`src/rtl/cache_pkg.sv`:
```
// Shared cache/memory constants and enums used by the arbiter and both caches.
//   WORDS_PER_BLOCK_DEF : default words per cache block
//   WORD_IDX_W          : width of a word index within a block
//   MEM_LATENCY         : cycles from a read issue to mem_data_valid
//   BLOCK_OFFSET_MASK   : byte-offset bits inside a 16-byte block
package cache_pkg;

  localparam int unsigned WORDS_PER_BLOCK_DEF = 8;
  localparam int unsigned WORD_IDX_W          = 3;
  localparam int unsigned MEM_LATENCY         = 4;
  localparam logic [15:0] BLOCK_OFFSET_MASK   = 16'h000F;

  typedef enum logic [1:0] {IDLE, WRITE, FILL} state_t;
  typedef enum logic {OWN_I, OWN_D} owner_t;

endpackage

```
`src/rtl/cache_mem_arbiter_fill_sequencer.sv`:
```
// Block-fill sequencer: issues one read per cycle across a block and counts
// returning words.
//   clk, rst_n     : clock, async active-low reset
//   start          : high for the whole fill; low clears both counters
//   base           : block-aligned byte address of the block being filled
//   mem_data_valid : memory read data valid
//   mem_en         : read issue strobe
//   mem_addr       : read byte address (base + 2*issue_cnt)
//   word           : index of the word currently returning
//   we             : returning word is part of this fill
//   done           : the returning word is the last one of the block
module fill_sequencer #(
  parameter int unsigned ADDR_W          = 16,
  parameter int unsigned WORDS_PER_BLOCK = 8
) (
  input  logic                               clk,
  input  logic                               rst_n,
  input  logic                               start,
  input  logic [ADDR_W-1:0]                  base,
  input  logic                               mem_data_valid,
  output logic                               mem_en,
  output logic [ADDR_W-1:0]                  mem_addr,
  output logic [$clog2(WORDS_PER_BLOCK)-1:0] word,
  output logic                               we,
  output logic                               done
);

  localparam int unsigned IDX_W = $clog2(WORDS_PER_BLOCK);
  localparam int unsigned CNT_W = IDX_W + 1;

  logic [CNT_W-1:0] issue_cnt;
  logic [CNT_W-1:0] rx_cnt;

  // Outputs decode straight from the counters so the first read goes out in
  // the first fill cycle and each word is forwarded in its valid cycle.
  always_comb begin
    mem_en   = start && (issue_cnt < CNT_W'(WORDS_PER_BLOCK));
    mem_addr = base + (ADDR_W'(issue_cnt) << 1);
    we       = start && mem_data_valid && (rx_cnt < CNT_W'(WORDS_PER_BLOCK));
    done     = we && (rx_cnt == CNT_W'(WORDS_PER_BLOCK - 1));
    word     = rx_cnt[IDX_W-1:0];
  end

  // Issue and receive counters.
  always_ff @(posedge clk or negedge rst_n) begin
    if (!rst_n) begin
      issue_cnt <= '0;
      rx_cnt    <= '0;
    end else if (!start || done) begin
      issue_cnt <= '0;
      rx_cnt    <= '0;
    end else begin
      if (mem_en) issue_cnt <= issue_cnt + CNT_W'(1);
      if (we)     rx_cnt    <= rx_cnt + CNT_W'(1);
    end
  end

endmodule

```
`src/rtl/cache_mem_arbiter.sv`:
```
// Shares main memory between the icache and dcache: 8-word block fills on
// misses (round-robin when both miss) and single-word write-through stores.
//   clk, rst_n                      : clock, async active-low reset
//   i_miss, i_miss_addr             : icache fill request (level)
//   i_fill_we/word/data/done        : icache fill return, done on last word
//   d_miss, d_miss_addr             : dcache fill request (level)
//   d_fill_we/word/data/done        : dcache fill return, done on last word
//   d_wr_req/addr/data, d_wr_ack    : dcache store request and issue pulse
//   mem_en/wr/addr/wdata            : memory command
//   mem_rdata, mem_data_valid       : memory read return
//   busy                            : arbiter not idle
module cache_mem_arbiter
  import cache_pkg::*;
#(
  parameter int unsigned ADDR_W          = 16,
  parameter int unsigned DATA_W          = 16,
  parameter int unsigned WORDS_PER_BLOCK = WORDS_PER_BLOCK_DEF
) (
  input  logic                               clk,
  input  logic                               rst_n,
  input  logic                               i_miss,
  input  logic [ADDR_W-1:0]                  i_miss_addr,
  output logic                               i_fill_we,
  output logic [$clog2(WORDS_PER_BLOCK)-1:0] i_fill_word,
  output logic [DATA_W-1:0]                  i_fill_data,
  output logic                               i_fill_done,
  input  logic                               d_miss,
  input  logic [ADDR_W-1:0]                  d_miss_addr,
  output logic                               d_fill_we,
  output logic [$clog2(WORDS_PER_BLOCK)-1:0] d_fill_word,
  output logic [DATA_W-1:0]                  d_fill_data,
  output logic                               d_fill_done,
  input  logic                               d_wr_req,
  input  logic [ADDR_W-1:0]                  d_wr_addr,
  input  logic [DATA_W-1:0]                  d_wr_data,
  output logic                               d_wr_ack,
  output logic                               mem_en,
  output logic                               mem_wr,
  output logic [ADDR_W-1:0]                  mem_addr,
  output logic [DATA_W-1:0]                  mem_wdata,
  input  logic [DATA_W-1:0]                  mem_rdata,
  input  logic                               mem_data_valid,
  output logic                               busy
);

  localparam int unsigned IDX_W = $clog2(WORDS_PER_BLOCK);
  localparam logic [ADDR_W-1:0] OFFSET_MASK = ADDR_W'(WORDS_PER_BLOCK * 2 - 1);

  state_t             state_q, state_d;
  owner_t             owner_q, owner_d;
  owner_t             last_miss_q, last_miss_d;
  owner_t             grant_c;
  logic [ADDR_W-1:0]  base_q, base_d;

  logic               seq_mem_en;
  logic [ADDR_W-1:0]  seq_addr;
  logic [IDX_W-1:0]   seq_word;
  logic               seq_we;
  logic               seq_done;

  fill_sequencer #(
    .ADDR_W          (ADDR_W),
    .WORDS_PER_BLOCK (WORDS_PER_BLOCK)
  ) u_fill_sequencer (
    .clk            (clk),
    .rst_n          (rst_n),
    .start          (state_q == FILL),
    .base           (base_q),
    .mem_data_valid (mem_data_valid),
    .mem_en         (seq_mem_en),
    .mem_addr       (seq_addr),
    .word           (seq_word),
    .we             (seq_we),
    .done           (seq_done)
  );

  // State, owner, round-robin flag and block base.
  always_ff @(posedge clk or negedge rst_n) begin
    if (!rst_n) begin
      state_q     <= IDLE;
      owner_q     <= OWN_I;
      last_miss_q <= OWN_I;
      base_q      <= '0;
    end else begin
      state_q     <= state_d;
      owner_q     <= owner_d;
      last_miss_q <= last_miss_d;
      base_q      <= base_d;
    end
  end

  // Next state, grant and output steering.
  always_comb begin
    state_d     = state_q;
    owner_d     = owner_q;
    last_miss_d = last_miss_q;
    base_d      = base_q;
    grant_c     = OWN_I;
    i_fill_we   = 1'b0;
    i_fill_word = '0;
    i_fill_data = '0;
    i_fill_done = 1'b0;
    d_fill_we   = 1'b0;
    d_fill_word = '0;
    d_fill_data = '0;
    d_fill_done = 1'b0;
    d_wr_ack    = 1'b0;
    mem_en      = 1'b0;
    mem_wr      = 1'b0;
    mem_addr    = '0;
    mem_wdata   = '0;
    busy        = (state_q != IDLE);

    // Both missing: serve the side that was not served last.
    if (i_miss && d_miss) grant_c = (last_miss_q == OWN_I) ? OWN_D : OWN_I;
    else if (d_miss)      grant_c = OWN_D;

    case (state_q)
      IDLE: begin
        if (d_wr_req) begin
          state_d = WRITE;
        end else if (i_miss || d_miss) begin
          owner_d     = grant_c;
          last_miss_d = grant_c;
          base_d      = ((grant_c == OWN_D) ? d_miss_addr : i_miss_addr) & ~OFFSET_MASK;
          state_d     = FILL;
        end
      end
      WRITE: begin
        mem_en    = 1'b1;
        mem_wr    = 1'b1;
        mem_addr  = d_wr_addr;
        mem_wdata = d_wr_data;
        d_wr_ack  = 1'b1;
        state_d   = IDLE;
      end
      FILL: begin
        mem_en   = seq_mem_en;
        mem_addr = seq_addr;
        if (seq_we) begin
          if (owner_q == OWN_D) begin
            d_fill_we   = 1'b1;
            d_fill_word = seq_word;
            d_fill_data = mem_rdata;
            d_fill_done = seq_done;
          end else begin
            i_fill_we   = 1'b1;
            i_fill_word = seq_word;
            i_fill_data = mem_rdata;
            i_fill_done = seq_done;
          end
        end
        if (seq_done) state_d = IDLE;
      end
      default: state_d = IDLE;
    endcase
  end

endmodule
```
`config.mk`:
```
export PLATFORM = sky130hd
export DESIGN_NAME = cache_mem_arbiter
export DESIGN_NICKNAME = d
export VERILOG_FILES = /design/src/rtl/cache_pkg.sv /design/src/rtl/cache_mem_arbiter_fill_sequencer.sv /design/src/rtl/cache_mem_arbiter.sv
export SDC_FILE = /design/constraint.sdc
export NUM_CORES = 1
export LEC_CHECK = 0
export ABC_AREA = 1
export CAP_MARGIN = 15
export CELL_PAD_IN_SITES_DETAIL_PLACEMENT = 0
export CELL_PAD_IN_SITES_GLOBAL_PLACEMENT = 1
export CORE_MARGIN = 10
export CORE_UTILIZATION = 20
export CTS_CLUSTER_SIZE = 20
export DETAILED_ROUTE_END_ITERATION = 7
export GPL_ROUTABILITY_DRIVEN = 0
export GPL_TIMING_DRIVEN = 0
export MAX_ROUTING_LAYER = met4
export PLACE_DENSITY = 0.85
export SLEW_MARGIN = 25
export SYNTH_ARGS = -nofsm -noshare
export SYNTH_HDL_FRONTEND = slang
export SYNTH_SLANG_ARGS = --single-unit
```
`constraint.sdc`:
```
create_clock -name clk -period 2.25 [get_ports clk]
set_clock_uncertainty 0.15 [all_clocks]
set_input_delay 0.5625 -clock clk [delete_from_list [all_inputs] [get_ports clk]]
set_output_delay 0.5625 -clock clk [all_outputs]
set_load 0.005 [all_outputs]
```
# [Yosys cells after proc, flatten, opt, wreduce, memory -nomap -nowiden]
# Cells that the tools add are included.
[totals] register_bits=23 in_bits=86 out_inout_bits=78 word_cells=69
[op_classes] addsub=3 order_cmp=2 n_eq_ne=5 muxes=39 n_bitwise=1 n_reduce_logical=14
[ops] op="16-bit two-way mux" n=8
[ops] op="16-bit one-hot mux with 2 select lines" n=1
[ops] op="3-bit two-way mux" n=6
[ops] op="16-bit by 5-bit adder with 16-bit output" n=1
[ops] op="4-bit two-way mux" n=4
[ops] op="1-bit two-way mux" n=15
[ops] op="4-bit by 1-bit adder with 4-bit output (second input constant)" n=2
[ops] op="4-bit less-than comparator (second input constant)" n=2
[ops] op="2-bit two-way mux" n=3
[ops] op="2-bit nonzero test" n=3
[ops] op="1-bit logical AND" n=5
[ops] op="4-bit by 3-bit equality test with 1-bit output (second input constant)" n=1
[ops] op="2-bit one-hot mux with 2 select lines" n=1
[ops] op="3-bit != test (second input constant)" n=1
[ops] op="3-bit AND reduction" n=1
[ops] op="2-bit by 1-bit equality test with 1-bit output (second input constant)" n=1
[ops] op="2-bit equality test (second input constant)" n=1
[ops] op="2-bit logical NOT" n=1
[ops] op="1-bit logical OR" n=2
[ops] op="2-bit != test (second input constant)" n=1
[ops] op="1-bit one-hot mux with 2 select lines" n=1
[ops] op="2-bit AND reduction" n=1
[ops] op="1-bit logical NOT" n=1
[ops] op="1-bit inverter" n=1

# [Logic depth before layout (Yosys ltp)]
# Gate-level depths: netlist (run 1).
[logic_depth] word_depth=7 depth_mapped=9

# [Modules after synthesis]
# From an unflattened synthesis (run 1), not the netlist that was laid out.
[hier_totals] hier_cells=444 area_unflattened_um2=2483.6
[modules_own_cells] mod="cache_mem_arbiter" instances=1 cells_each=292 area_each_um2=1552.7 seq_area_each_um2=375.4
[modules_own_cells] mod="fill_sequencer" instances=1 cells_each=152 area_each_um2=930.9 seq_area_each_um2=200.2

# [Least setup slack after synthesis (run 1)]
# OpenSTA, ideal clock, no wires.
[synth_timing] kind="flip-flop to output port" startpoint="reg state_q[0]" endpoint="out i_fill_data[10]" arrival_time_ps=1426 slack_ps=112 stages_incl_launch_ff=10 n_path_buf=1 path_cell_list="dfrtp_1 inv_1 ha_1 nand2_1 nor2_4 inv_2 nor2_4 inv_2 buf_6 nor2_1"
[synth_via] elab_chain_len=5
[synth_rtl] item="from (decl)" line="cache_mem_arbiter.sv:49" source="state_t state_q, state_d;"
[synth_rtl] item="from (signal assigned)" line="cache_mem_arbiter.sv:85" source="state_q <= state_d;"
[synth_rtl] item="2-bit equality test *" line="cache_mem_arbiter.sv:67, cache_mem_arbiter.sv:118"
[synth_rtl] item="1-bit logical AND (2 in a row)" line="cache_mem_arbiter_fill_sequencer.sv:39" source="we = start && mem_data_valid && (rx_cnt < CNT_W'(WORDS_PER_BLOCK));"
[synth_rtl] item="16-bit two-way mux" line="cache_mem_arbiter.sv:140" source="if (seq_we) begin"
[synth_rtl] item="16-bit two-way mux *" line="cache_mem_arbiter.sv:118" source="case (state_q)"
[synth_rtl] item="to (decl)" line="cache_mem_arbiter.sv:25" source="output logic [DATA_W-1:0] i_fill_data,"
# Every way passes the cells marked *; elsewhere a longest branch is shown, timed or not.

# [Worst setup path in the final report (run 1)]
[layout_timing] startpoint="reg state_q[1]" endpoint="out mem_addr[8]"
[layout_via] elab_chain_len=2
[layout_rtl] item="2-bit equality test or 2-bit by 1-bit equality test with 1-bit output (tied branches)" line="cache_mem_arbiter.sv:118"
[layout_rtl] item="16-bit one-hot mux with 2 select lines *" line="cache_mem_arbiter.sv:118"
[layout_rtl] item="to (decl)" line="cache_mem_arbiter.sv:39" source="output logic [ADDR_W-1:0] mem_addr,"
# Marked as above.

==> results of run 1 <==
==> kinds of logic (layout without fill, tap and decap cells) <==
family,after synthesis,count (layout)
AO/OA/AOI/OAI,56,56
AND/OR/NAND/NOR,168,168
XOR/XNOR,1,1
adder cells (fa/ha/maj),8,8
buffers and inverters,72,277
flip-flops,23,23
==> sequential cells by signal, summed over array words and instances (netlist names) <==
signal and count:
u_fill_sequencer.issue_cnt 4, state_q 2, last_miss_q 1, base_q 12, u_fill_sequencer.rx_cnt 4
==> final cells by class <==
cell class | count | area [sq um] | share of cell area
repair buffers | 199 | 1713 | 0.3897
multi-input cells | 233 | 1491 | 0.3393
flip-flops and latches | 23 | 575.6 | 0.1309
inverters | 59 | 241.5 | 0.05494
well taps | 133 | 166.4 | 0.03786
plain buffers | 13 | 146.4 | 0.03330
clock buffers | 3 | 41.29 | 0.009394
repair inverters | 2 | 15.01 | 0.003416
clock inverters | 1 | 5.005 | 0.001139
==> metal layers <==
metal	wire (um)	share of wire
met3	589	0.058
met4	124	0.012
met5	0	0
met2	5117	0.50
met1	4324	0.43
==> stage by stage <==
| stage | instance area, sq um | hold WS, ns | cells |
|---|---|---|---|
| final | 4395 | 0.1214 | 666 |
| after global routing | 4395 | 0.1558 | 666 |
| after CTS | 3958 | 0.1297 | 654 |
| after detailed placement | 3669 | 0.3555 | 616 |
| after global placement | 3674 | 0.3400 | 616 |
| after floorplan | 1956 | 0.1169 | 328 |
==> timing repair <==
action                                  CTS  global route
resized for setup                       357           146
hold buffers                              0             0
pin swaps                                27            30
setup buffers                            28            13
endpoints found under the setup margin   78            76
gates cloned                              6             1
==> report_power, final <==
| group | total, W | internal, W | switching, W |
|---|---|---|---|
| Clock | 0.000259 | 0.000124 | 0.000135 |
| Sequential | 0.000751 | 0.000559 | 0.000192 |
| Combinational | 0.00283 | 0.00146 | 0.00136 |
| Total | 0.00384 | 0.00215 | 0.00169 |
==> how the worst min path moves through the flow <==
| stage | slack [ns] | startpoint | to | depth (start not counted) |
|---|---|---|---|---|
| after floorplan | 0.12 | rst_n | base_q[10]$_DFFE_PN0P_ | 0 |
| after global placement | 0.34 | state_q[0]$_DFFE_PN0P_ | state_q[0]$_DFFE_PN0P_ | 2 |
| after detailed placement | 0.36 | state_q[0]$_DFFE_PN0P_ | state_q[0]$_DFFE_PN0P_ | 2 |
| after CTS | 0.13 | rst_n | base_q[5]$_DFFE_PN0P_ | 1 |
| after global routing | 0.16 | rst_n | base_q[4]$_DFFE_PN0P_ | 1 |
| final | 0.12 | rst_n | base_q[13]$_DFFE_PN0P_ | 1 |
==> layout by cell type (no fill, tap or decap), drive strengths merged, types with 3 or more instances in the layout <==
| cell type | netlist | routed |
|---|---|---|
| a21oi | 23 | 23 |
| buf | 5 | 126 |
| clkbuf | 8 | 10 |
| clkdlybuf4s50 | 0 | 75 |
| dfrtp | 23 | 23 |
| dlygate4sd2 | 0 | 3 |
| ha | 8 | 8 |
| inv | 59 | 59 |
| nand2 | 76 | 76 |
| nand3 | 17 | 17 |
| nor2 | 73 | 73 |
| o21ai | 24 | 24 |
| o22ai | 8 | 8 |
==> reports/results.ini, run 1 <==
[global_routing]
grtUsageMet2=0.2204
grt_pass1_wl_um=15090
busiest_layer=met2
grt_usage=0.1306
grt_max_degree=24
antenna_found_initial=0
grt_pass1_vias=2865
gr-usage-met1=0.1491
met3_usage=0.03921
overflow=0

[timing]
drv_slew=0
period_needed_ns=2.545
max_freq_mhz=392.9
finalHoldViolations=0
max-slew-margin-rel=0.6399
min_period_over_period=1.131
rsz0062_at_grt=yes
finalSetupTns_ns=-11.50
finalWorstSetupSlack_ns=-0.2953
finalSetupViolCount=73
timing_worst_slew_pin_value_ns=0.5401

[pwr]
leakagePower_nw=2.181
power_w=0.003836
power_density_mw_per_mm2=872.6
max-vdd-ir-drop_uv=367.6

[route]
drtIter0Drc=178
dr.pass1.iters=4
post_drt_wl_per_cell_um=15.25
via_count=2856
viasPerCell=4.288
drt.antenna.violating_nets=0
drc=0
wl_um=10160

[setup_path]
regToRegSetupSlack_ns=0.16
reg2regPathDepth=14
critical_path_class=flip-flop to output pin
cp_slowest_cell=dfrtp_1
cp_top_family=buffers and inverters
crit_start=state_q[1]$_DFFE_PN0P_
arrival_ns=1.83
critPathBufInv=6
cp_slowest_stage_delay_ns=0.42
cp-end-kind=output pin
start_kind=flip-flop
rr_endpoint=u_fill_sequencer.issue_cnt[0]$_DFFE_PN0P_
r2r_start=state_q[1]$_DFFE_PN0P_
crit_end=mem_addr[8]
crit_fanout=6
path_cells=buf_6 > inv_4 > ha_4 > buf_8 > clkbuf_16 > buf_8 > nand2_1 > a21oi_1 > buf_2
critPathRequiredTime_ns=1.54
path_depth=9
cp_common_cell=buf_8

[yosys]
synth.distinct_cells=23
ys_ff_latch=23
synth-compound-area-share=0.1491
synth_area_per_cell_sq_um=5.962
netlist_instances=328
ys_async_sr_fraction=1.000
synth_top_area_share=0.2943
synthTopCellsByArea=dfrtp_1, nand2_1, nor2_1
synth_flop_cell=dfrtp_1
synth_area_sq_mm=0.001956
synth_top_cell_by_area=dfrtp_1
synthAdderAreaFrac=0.05118
synth_top_family_by_area=simple AND/OR/NAND/NOR gates
yosys_warnings=0
synth-simple-area-share=0.3519
synth.top_cells.by_count=nand2_1, nor2_1, inv_1
synth-seq-area-share=0.2943
yosysMostFrequentCell=nand2_1
synth_fp_nets=422
synth_edf_count=0
synth_xor_area_frac=0.004479
muxShareOfSynthArea=0

[clocking]
clk_latency_ns=0.27
h-tree-depth=1
numCtsBuffers=3
cts_tree=done
cts.path.max_buffers=2
cts_sinks=23
clkTransAtPathRegs_ns=0.08
cts_root_buffer=clkbuf_8

[outcome]
outcome=complete, but fails checks
failed_checks=setup timing

[cells_and_area]
diodes=0
fillers=983
fin_util=0.4560
drive_gt1_frac=0.4615
fin_nets=628
area_delta_synth_final_pct=124.8

[die]
io_pins=164
initial_utilization=0.2029
die-area_sq_mm=0.01413
coreArea_sq_mm=0.009639
die_y_um=118.9
rows=36
die_x_um=118.9

[place]
portBuffers=155
hpwl_um=7422
post-place-ws_ns=-0.8062

[flow_run]
maxCapViolCount=0

[min_path]
hold_path_class=primary input to asynchronous set/reset pin

No activity file was read; power rests on OpenSTA's default activity.
==> inputs of run 2 (changes only) <==
- CAP_MARGIN: 15 -> 20
==> results of run 2 <==
Final layout, timing and power as in run 1 (identical DEF).
==> inputs of run 3 (changes only) <==
- SLEW_MARGIN: 25 -> 20
==> reports/results.ini, run 3 (synthesis results as in run 1) <==
[outcome]
outcome=complete, but fails checks  ; unchanged
failed_checks=setup timing  ; unchanged

[flow_run]
maxCapViolCount=0  ; unchanged

[pwr]
max-vdd-ir-drop_uv=336.3  ; was 367.6 uV
p_seq_frac=0.206  ; was 0.196
leakagePower_nw=2.123  ; was 2.181 nW
intPower_w=0.002023  ; was 0.002145 W
power_frac_comb=0.723  ; was 0.737
switching_share=0.4406  ; was 0.4407
power_w=0.003617  ; was 0.003836 W
switchingPower_w=0.001594  ; was 0.001691 W
power_density_mw_per_mm2=853.0  ; was 872.6 mW/mm^2
p_clk_frac=0.071  ; was 0.067

[cells_and_area]
fin_util=0.4399  ; was 0.4560
drive_gt1_frac=0.3752  ; was 0.4615
fin_area_sq_mm=0.004240  ; was 0.004395 sq mm
top_regs=base_q x12, u_fill_sequencer.issue_cnt x4, u_fill_sequencer.rx_cnt x4  ; unchanged
largest_reg_flops=12  ; unchanged
fin_nets=620  ; was 628
largest-register=base_q  ; unchanged
diodes=0  ; unchanged
layout_commonest_cell=clkdlybuf4s50_1  ; unchanged
area_delta_synth_final_pct=116.8  ; was 124.8%
mostFrequentLayoutCells=clkdlybuf4s50_1, nand2_1, buf_2, inv_1, nor2_1  ; was clkdlybuf4s50_1, buf_2, nand2_1, inv_1, nor2_1

[route]
wl_met1_um=3994  ; was 4324 um
dr.pass1.iters=4  ; unchanged
wl_met2_um=4918  ; was 5117 um
drtIter0Drc=154  ; was 178
post_drt_wl_per_cell_um=14.89  ; was 15.25 um
drc=0  ; unchanged
wl_met3_um=809  ; was 589 um
viasPerCell=4.258  ; was 4.288
via_count=2802  ; was 2856
drt.antenna.violating_nets=0  ; unchanged
wl_um=9795  ; was 10160 um
top_layer=met4  ; unchanged

[place]
hpwl_um=7457  ; was 7422 um
portBuffers=155  ; unchanged
dpl_cell_area_sq_mm=0.003674  ; was 0.003669 sq mm

[global_routing]
grt_pass1_wl_um=15440  ; was 15090 um
grt_max_degree=24  ; unchanged
grt_usage=0.1333  ; was 0.1306
antenna_found_initial=0  ; unchanged
overflow=0  ; unchanged
grt_pass1_vias=2885  ; was 2865

[die]
coreArea_sq_mm=0.009639  ; unchanged
die_y_um=118.9  ; unchanged
rows=36  ; unchanged
io_pins=164  ; unchanged
initial_utilization=0.2029  ; unchanged
die_x_um=118.9  ; unchanged
die-area_sq_mm=0.01413  ; unchanged

[timing]
drv_slew=0  ; unchanged
timing_worst_slew_pin_value_ns=0.5234  ; was 0.5401 ns
min_period_over_period=1.097  ; was 1.131
max-slew-margin-rel=0.6511  ; was 0.6399
whs_ns=0.1132  ; was 0.1214 ns
rsz0062_at_grt=yes  ; unchanged
finalSetupTns_ns=-10.53  ; was -11.50 ns
finalWorstSetupSlack_ns=-0.2177  ; was -0.2953 ns
max_freq_mhz=405.2  ; was 392.9 MHz
finalSetupViolCount=73  ; unchanged
period_needed_ns=2.468  ; was 2.545 ns
finalHoldViolations=0  ; unchanged

[clocking]
h-tree-depth=1  ; unchanged
cts_sinks=23  ; unchanged
cts_root_buffer=clkbuf_8  ; unchanged
clk_latency_ns=0.27  ; about the same
clkTransAtPathRegs_ns=0.08  ; about the same
cts.path.max_buffers=2  ; unchanged
cts_tree=done  ; unchanged
numCtsBuffers=3  ; unchanged

[setup_path]
start_kind=flip-flop  ; unchanged
critPathRequiredTime_ns=1.54  ; about the same
crit_fanout=6  ; unchanged
critical_path_class=flip-flop to output pin  ; unchanged
arrival_ns=1.76  ; was 1.83 ns
cp-end-kind=output pin  ; unchanged

[min_path]
hold_path_class=primary input to asynchronous set/reset pin  ; unchanged

[run 3: cell count changes in the layout (fill, tap and decap cells not counted), moves of 6 or more]
cell           previous run  this run
nand2_4                  10         3
dlygate4sd2_1             3        14
nand2_1                  51        62
inv_1                    41        50
inv_2                    12         4
nor2_1                   40        46
buf_6                    33        18
[run 3: worst paths after layout]
check                           cells after the start                      to  slack, ns                    from
max in group asynchronous                           1   base_q[9]$_DFFE_PN0P_       1.48                   rst_n
min in group clk                                    2  state_q[1]$_DFFE_PN0P_       0.41  state_q[1]$_DFFE_PN0P_
worst max-delay path                               10          i_fill_data[8]      -0.22  state_q[1]$_DFFE_PN0P_
worst min-delay path                                1  base_q[13]$_DFFE_PN0P_       0.11                   rst_n
worst min register to register                      2  state_q[1]$_DFFE_PN0P_       0.41  state_q[1]$_DFFE_PN0P_
worst max register to register                     11  base_q[14]$_DFFE_PN0P_       0.29  state_q[1]$_DFFE_PN0P_
[run 3: through the flow]
stage                     instances  setup slack [ns]
final                           658           -0.2177
after global routing            658           -0.3464
after CTS                       650           -0.2551
after detailed placement        616           -0.8074
after global placement          616           -0.7889
after floorplan                 328            0.1120
[run 3: routing by layer]
layer | up-vias | track usage
met3 | 6 | 0.04204
met5 | - | -
li1 | 1409 | -
met2 | 109 | 0.2361
met1 | 1278 | 0.1443
met4 | 0 | 0.02519
[run 3: layout make-up]
| class | instances | area [sq um] |
|---|---|---|
| Inverter | 59 | 234.0 |
| Timing Repair inverter | 2 | 15.01 |
| Fill cell | 1007 | 5399 |
| Tap cell | 133 | 166.4 |
| Sequential cell | 23 | 575.6 |
| Clock inverter | 1 | 5.005 |
| Multi-Input combinational cell | 233 | 1423 |
| Timing Repair Buffer | 191 | 1614 |
| Buffer | 13 | 166.4 |
| Clock buffer | 3 | 41.29 |
[run 3: worst max-delay path, cell delays in order (launching register included)]
cell and delay [ns]:
dfrtp_1 0.40, buf_6 0.12, ha_4 0.14, nand2_4 0.05
nor2_4 0.11, inv_4 0.06, nor2_4 0.17, inv_4 0.09
buf_6 0.14, nor2_1 0.08, buf_2 0.12
[run 3: timing repair]
action | CTS | global route
resized for setup | 330 | 87
pin swaps | 22 | 38
gates cloned | 8 | 1
setup buffers | 22 | 9
hold buffers | 0 | 0
endpoints found under the setup margin | 78 | 76
endpoints found under the hold margin | 0 | 0
[run 3: power by group through the flow]
stage / clock network (W) / registers, W / logic [W]
2_1_floorplan: 0 / 0.000679 / 0.000873
3_3_place_gp: 0 / 0.000717 / 0.00174
3_5_place_dp: 0 / 0.000721 / 0.00176
4_1_cts: 0.000268 / 0.000727 / 0.00231
5_1_grt: 0.000288 / 0.000769 / 0.00287
6_report: 0.000257 / 0.000745 / 0.00261
